### config.mk
export PLATFORM = sky130hd
export DESIGN_NAME = pipe_hazard_ctrl
export DESIGN_NICKNAME = d
export VERILOG_FILES = /design/src/rtl/pipe_hazard_ctrl.sv
export SDC_FILE = /design/constraint.sdc
export NUM_CORES = 1
export LEC_CHECK = 0
export CAP_MARGIN = 20
export CORE_MARGIN = 2
export CORE_UTILIZATION = 57
export CTS_CLUSTER_SIZE = 14
export DETAILED_ROUTE_END_ITERATION = 10
export GPL_ROUTABILITY_DRIVEN = 0
export GPL_TIMING_DRIVEN = 0
export PLACE_DENSITY = 0.94
export REMOVE_ABC_BUFFERS = 1
export SLEW_MARGIN = 5
export SYNTH_ARGS = -nofsm -noshare
export SYNTH_HDL_FRONTEND = slang
export SYNTH_SLANG_ARGS = --single-unit
### constraint.sdc
create_clock -name clk -period 4.8 [get_ports clk]
set_input_delay 1.44 -clock clk [delete_from_list [all_inputs] [get_ports clk]]
set_output_delay 1.44 -clock clk [all_outputs]
set_load 0.01 [all_outputs]
### src/rtl/pipe_hazard_ctrl.sv
// pipe_hazard_ctrl: pipeline hazard controller for the pipelined RV64I CPU.
// A shift-register tracker follows in-flight instructions from EX (entry 0)
// to WB (entry DEPTH-1). From it the block derives operand forwarding
// selects, load-use stalls, taken-branch flushes and multi-cycle EX holds.
// Optional feature macro: PIPE_CTRL_PERF_EN adds saturating stall/flush
// performance counters; without it those ports do not exist.
module pipe_hazard_ctrl #(
  parameter int DEPTH      = 3,
  parameter int LOAD_STAGE = 2,
  parameter int RB         = 5
) (
  input  logic                       clk,
  input  logic                       rst,
  input  logic                       id_valid,
  input  logic [RB-1:0]              id_rs1,
  input  logic [RB-1:0]              id_rs2,
  input  logic                       id_use_rs1,
  input  logic                       id_use_rs2,
  input  logic [RB-1:0]              id_rd,
  input  logic                       id_regwrite,
  input  logic                       id_memread,
  input  logic                       ex_branch_taken,
  input  logic                       ex_busy,
  output logic                       pc_write,
  output logic                       ifid_write,
  output logic                       ifid_flush,
  output logic                       idex_bubble,
  output logic                       ex_hold,
  output logic [$clog2(DEPTH)-1:0]   fwd_a,
  output logic [$clog2(DEPTH)-1:0]   fwd_b
`ifdef PIPE_CTRL_PERF_EN
  ,
  output logic [31:0]                stall_cycles,
  output logic [31:0]                flush_count
`endif
);

  localparam int FW = $clog2(DEPTH);

  // Tracker state: per-entry producer info, plus consumer info for entry 0.
  logic [DEPTH-1:0] valid_q, valid_d;
  logic [DEPTH-1:0] regwrite_q, regwrite_d;
  logic [DEPTH-1:0] memread_q, memread_d;
  logic [RB-1:0]    rd_q [DEPTH];
  logic [RB-1:0]    rd_d [DEPTH];
  logic [RB-1:0]    rs1_q, rs1_d;
  logic [RB-1:0]    rs2_q, rs2_d;
  logic             use1_q, use1_d;
  logic             use2_q, use2_d;

  logic lu;
  logic br;
  logic take_id;

  // A producer matches a consumer source only if it really writes a
  // non-zero register that the consumer really reads.
  function automatic logic src_match(input logic          v,
                                     input logic          rw,
                                     input logic [RB-1:0] rd,
                                     input logic [RB-1:0] rs,
                                     input logic          use_src);
    return v && rw && use_src && (rd == rs) && (rd != '0);
  endfunction

  // Load-use detection: a load too young to forward feeds the ID instruction.
  always_comb begin
    lu = 1'b0;
    for (int s = 0; s < LOAD_STAGE - 1; s++) begin
      if (id_valid && memread_q[s] &&
          (src_match(valid_q[s], regwrite_q[s], rd_q[s], id_rs1, id_use_rs1) ||
           src_match(valid_q[s], regwrite_q[s], rd_q[s], id_rs2, id_use_rs2))) begin
        lu = 1'b1;
      end
    end
  end

  assign br = ex_branch_taken && !ex_busy;

  // Control priority: EX hold, then taken branch, then load-use, else run.
  always_comb begin
    pc_write    = 1'b1;
    ifid_write  = 1'b1;
    ifid_flush  = 1'b0;
    idex_bubble = 1'b0;
    ex_hold     = 1'b0;
    if (ex_busy) begin
      ex_hold    = 1'b1;
      pc_write   = 1'b0;
      ifid_write = 1'b0;
    end else if (br) begin
      ifid_flush  = 1'b1;
      idex_bubble = 1'b1;
    end else if (lu) begin
      pc_write    = 1'b0;
      ifid_write  = 1'b0;
      idex_bubble = 1'b1;
    end
  end

  assign take_id = id_valid && !idex_bubble;

  // Tracker next state: hold entry 0 and drain behind it while EX is busy,
  // otherwise shift everything one entry toward WB.
  always_comb begin
    valid_d    = valid_q;
    regwrite_d = regwrite_q;
    memread_d  = memread_q;
    rd_d       = rd_q;
    rs1_d      = rs1_q;
    rs2_d      = rs2_q;
    use1_d     = use1_q;
    use2_d     = use2_q;
    if (ex_busy) begin
      valid_d[1]    = 1'b0;
      regwrite_d[1] = 1'b0;
      memread_d[1]  = 1'b0;
      rd_d[1]       = '0;
      for (int k = 2; k < DEPTH; k++) begin
        valid_d[k]    = valid_q[k-1];
        regwrite_d[k] = regwrite_q[k-1];
        memread_d[k]  = memread_q[k-1];
        rd_d[k]       = rd_q[k-1];
      end
    end else begin
      valid_d[0]    = take_id;
      regwrite_d[0] = take_id && id_regwrite;
      memread_d[0]  = take_id && id_memread;
      rd_d[0]       = take_id ? id_rd : '0;
      rs1_d         = take_id ? id_rs1 : '0;
      rs2_d         = take_id ? id_rs2 : '0;
      use1_d        = take_id && id_use_rs1;
      use2_d        = take_id && id_use_rs2;
      for (int k = 1; k < DEPTH; k++) begin
        valid_d[k]    = valid_q[k-1];
        regwrite_d[k] = regwrite_q[k-1];
        memread_d[k]  = memread_q[k-1];
        rd_d[k]       = rd_q[k-1];
      end
    end
  end

  // Tracker registers; reset empties the whole pipeline view.
  always_ff @(posedge clk or posedge rst) begin
    if (rst) begin
      valid_q    <= '0;
      regwrite_q <= '0;
      memread_q  <= '0;
      for (int k = 0; k < DEPTH; k++) begin
        rd_q[k] <= '0;
      end
      rs1_q  <= '0;
      rs2_q  <= '0;
      use1_q <= 1'b0;
      use2_q <= 1'b0;
    end else begin
      valid_q    <= valid_d;
      regwrite_q <= regwrite_d;
      memread_q  <= memread_d;
      rd_q       <= rd_d;
      rs1_q      <= rs1_d;
      rs2_q      <= rs2_d;
      use1_q     <= use1_d;
      use2_q     <= use2_d;
    end
  end

  // Forwarding selects: youngest matching producer wins (lowest entry index).
  always_comb begin
    fwd_a = '0;
    fwd_b = '0;
    for (int k = DEPTH - 1; k >= 1; k--) begin
      if (valid_q[0] && src_match(valid_q[k], regwrite_q[k], rd_q[k], rs1_q, use1_q)) begin
        fwd_a = FW'(k);
      end
      if (valid_q[0] && src_match(valid_q[k], regwrite_q[k], rd_q[k], rs2_q, use2_q)) begin
        fwd_b = FW'(k);
      end
    end
  end

`ifdef PIPE_CTRL_PERF_EN
  logic [31:0] stall_cycles_q, stall_cycles_d;
  logic [31:0] flush_count_q, flush_count_d;

  // Saturating counters: PC-stalled cycles and taken-branch flush cycles.
  always_comb begin
    stall_cycles_d = stall_cycles_q;
    flush_count_d  = flush_count_q;
    if (!pc_write && (stall_cycles_q != '1)) begin
      stall_cycles_d = stall_cycles_q + 32'd1;
    end
    if (br && (flush_count_q != '1)) begin
      flush_count_d = flush_count_q + 32'd1;
    end
  end

  // Counter registers, cleared by reset.
  always_ff @(posedge clk or posedge rst) begin
    if (rst) begin
      stall_cycles_q <= '0;
      flush_count_q  <= '0;
    end else begin
      stall_cycles_q <= stall_cycles_d;
      flush_count_q  <= flush_count_d;
    end
  end

  assign stall_cycles = stall_cycles_q;
  assign flush_count  = flush_count_q;
`else
  // Counters absent in this build; hazard control is unaffected.
`endif

endmodule

==> insert_results.sql <==
INSERT INTO impl_metrics (metric_group, metric, value, unit) VALUES
('floorplan', 'design.die.area', '3890', 'µm²'),
('logic_synthesis', 'yosysUniqueCellTypes', '32', ''),
('setup_path', 'timing.critical_path.required', '3360', 'ps'),
('logic_synthesis', 'synth_warnings', '0', ''),
('logic_synthesis', 'synth.cell_area', '1940', 'µm²'),
('layout', 'num-nets-final', '226', ''),
('floorplan', 'io-pin-count', '33', ''),
('setup_path', 'rrSetupSlack', '2830', 'ps'),
('grt', 'global_route_wire_length_before_repair', '7400', 'µm'),
('grt', 'grt.overflow.total', '0', ''),
('placed_design', 'dpl_cell_area', '2260', 'µm²'),
('sta', 'finalHoldViolations', '0', ''),
('logic_synthesis', 'seq_area_frac_synth', '0.439', ''),
('clock_tree', 'clock_insertion_delay_worst_skew', '350', 'ps'),
('setup_path', 'critical_path.max_fanout', '32', ''),
('setup_path', 'r2r_end', 'rd_q[14]', ''),
('logic_synthesis', 'netlist.area_leader.share', '0.439', ''),
('routing', 'ant_nets', '0', ''),
('floorplan', 'initial_core_util', '0.586', ''),
('power_and_ir_drop', 'comb_power_share', '0.214', ''),
('sta', 'worst-slew-pin-transition', '1070', 'ps'),
('floorplan', 'core_area', '3310', 'µm²'),
('setup_path', 'path_type_of_the_worst_setup_path', 'input port to output pin', ''),
('setup_path', 'reg2regPathDepth', '4', ''),
('routing', 'detail_route.drc_violations', '0', ''),
('clock_tree', 'cts-hold-fix-buffers', '0', ''),
('sta', 'final.setup.tns', '0', 'ps'),
('layout', 'finish.cell_count_without_fillers', '247', ''),
('grt', 'antenna_found_initial', '0', ''),
('power_and_ir_drop', 'seq_power_share', '0.537', ''),
('logic_synthesis', 'yosys-top-cells-area', 'dfrtp_1 44%, xnor2_1 11%, a21o_1 7.7%', ''),
('routing', 'drt-pass1-iter-count', '4', ''),
('logic_synthesis', 'synth.avg_cell_area', '11.1', 'µm²'),
('layout', 'syn_to_final_growth', '19.2', '%'),
('power_and_ir_drop', 'vdd.ir_drop.worst', '0.220', 'mV'),
('sta', 'final-setup-viol-count', '0', ''),
('placed_design', 'buffers_on_ports', '32', ''),
('min_path', 'min-delay-path-class', 'flop to flop', ''),
('power_and_ir_drop', 'net_switching_power', '0.179', 'mW'),
('routing', 'drt_first_iter_violations', '83', ''),
('run', 'max-cap-violations', '0', ''),
('sta', 'timing.clock.skew', '7.01', 'ps'),
('routing', 'drt-wirelength-per-cell', '17.4', 'µm'),
('routing', 'route.final.wire_length', '4290', 'µm'),
('power_and_ir_drop', 'leakage', '1.05', 'nW'),
('sta', 'timing.final.ws_setup', '73.7', 'ps'),
('run_status', 'outcome', 'completed', ''),
('clock_tree', 'clkTransAtPathRegs', '90', 'ps'),
('power_and_ir_drop', 'p_per_area', '274', 'nW/µm²'),
('power_and_ir_drop', 'pwr-share-clk', '0.249', ''),
('sta', 'max-slew-margin-rel', '0.287', ''),
('clock_tree', 'cts.root.buffer_cell', 'clkbuf_4', ''),
('sta', 'maxClockFrequency', '0.212', 'GHz'),
('clock_tree', 'clockBufferDepth', '2', ''),
('min_path', 'worst_hold_path.endpoint', 'regwrite_q[2]', ''),
('routing', 'post_drt_via_cell_ratio', '6.04', ''),
('grt', 'grt_max_degree', '33', ''),
('clock_tree', 'cts_made_buffers', '5', ''),
('setup_path', 'worst_r2r_start', 'rd_q[12]', ''),
('sta', 'whs', '394', 'ps'),
('floorplan', 'die_outline_width', '62.3', 'µm'),
('logic_synthesis', 'syn_inst', '175', ''),
('layout', 'fin_area', '2310', 'µm²'),
('min_path', 'hold_path.startpoint', 'regwrite_q[1]', ''),
('setup_path', 'timing.critical_path.arrival', '3290', 'ps'),
('min_path', 'whs_path_depth', '0', ''),
('floorplan', 'rows', '21', ''),
('logic_synthesis', 'ys_seq_elements', '34', ''),
('layout', 'layout-drive-gt1-share', '0.104', ''),
('power_and_ir_drop', 'net_switching_fraction_of_the_power', '0.283', ''),
('clock_tree', 'ctsHtreeMaxLevel', '2', '');
==> per-stage QoR <==
stage	utilization	power, mW
floorplan	-	0.424
global placement	0.673	0.470
detailed placement	0.681	0.482
CTS	0.696	0.639
global route	0.698	0.667
finish	0.698	0.635
==> kinds of logic (layout without fill, tap and decap cells) <==
| kind of cell | count (synthesis) | in the layout | synth area share |
|---|---|---|---|
| compound gates | 47 | 47 | 0.206 |
| xor+xnor | 30 | 30 | 0.135 |
| buf+inv | 14 | 40 | 0.0477 |
| flops | 34 | 34 | 0.439 |
| simple gates | 50 | 50 | 0.172 |
==> flip-flops by register name (all words and copies together), names as in the netlist <==
signal and cells:
rd_q 15, rs1_q 5, rs2_q 5, regwrite_q 3
valid_q 3, memread_q 1, use1_q 1, use2_q 1
==> synth_stat cells (all sizes together) <==
library cell	n
clkbuf	6
nor2	4
inv	1
nand4	8
nor3	2
buf	7
o22a	1
xor2	6
xnor2	24
and2b	2
nand3	1
o31ai	1
nor3b	19
dfrtp	34
nand2b	1
a22oi	1
o22ai	1
nor4	2
o211ai	3
a22o	19
or4	4
a21o	20
a21oi	1
nand2	1
nor2b	6
==> worst max-delay path by stage <==
stage	from	endpoint	depth (start not counted)
3_5_place_dp	ex_busy	idex_bubble	4
6_report	ex_busy	idex_bubble	4
5_1_grt	ex_busy	idex_bubble	4
4_1_cts	ex_busy	idex_bubble	4
2_1_floorplan	id_rs1[3]	ifid_write	4
3_3_place_gp	ex_busy	idex_bubble	4
==> power by group through the flow <==
stage	registers (mW)	logic (mW)	clock network, mW
final	0.341	0.136	0.158
after global routing	0.344	0.148	0.175
after CTS	0.340	0.136	0.163
after detailed placement	0.346	0.135	0
after global placement	0.344	0.126	0
after floorplan	0.337	0.0870	0
==> per-layer routing <==
metal | vias up | part of all wire | global-route usage
li1 | 691 | - | -
met2 | 45 | 0.51 | 0.401
met4 | 0 | 0.027 | 0.117
met3 | 12 | 0.046 | 0.0634
met5 | - | 0 | 0
met1 | 745 | 0.42 | 0.313
==> cells in the final DEF, fill, tap and decap left out, types with 3 or more instances in the layout <==
cell type	count
a21o_1	20
a22o_1	10
a22o_2	9
clkbuf_4	5
clkdlybuf4s50_1	30
dfrtp_1	34
nand4_1	8
nor2_1	4
nor2b_1	6
nor3b_1	19
or4_1	3
xnor2_1	24
xor2_1	6
==> layout make-up <==
class	instances	area, µm²
multi-input combinational	127	1000
timing repair buffer	33	347
inverter	1	3.75
fill	247	998
clock buffer	6	51.3
sequential	34	851
tap	46	57.6
==> worst max-delay path, cell delays in order <==
cell	delay (ps)
clkdlybuf4s15_1	870
and2b_2	320
a21o_1	160
clkdlybuf4s50_1	480
==> repair_timing <==
| item | CTS | global route |
|---|---|---|
| pin swaps | 0 | 0 |
| setup buffers | 0 | 0 |
| setup endpoints to repair | 4 | 1 |
| resized for setup | 2 | 2 |
Power figures use the tool's default switching activity.
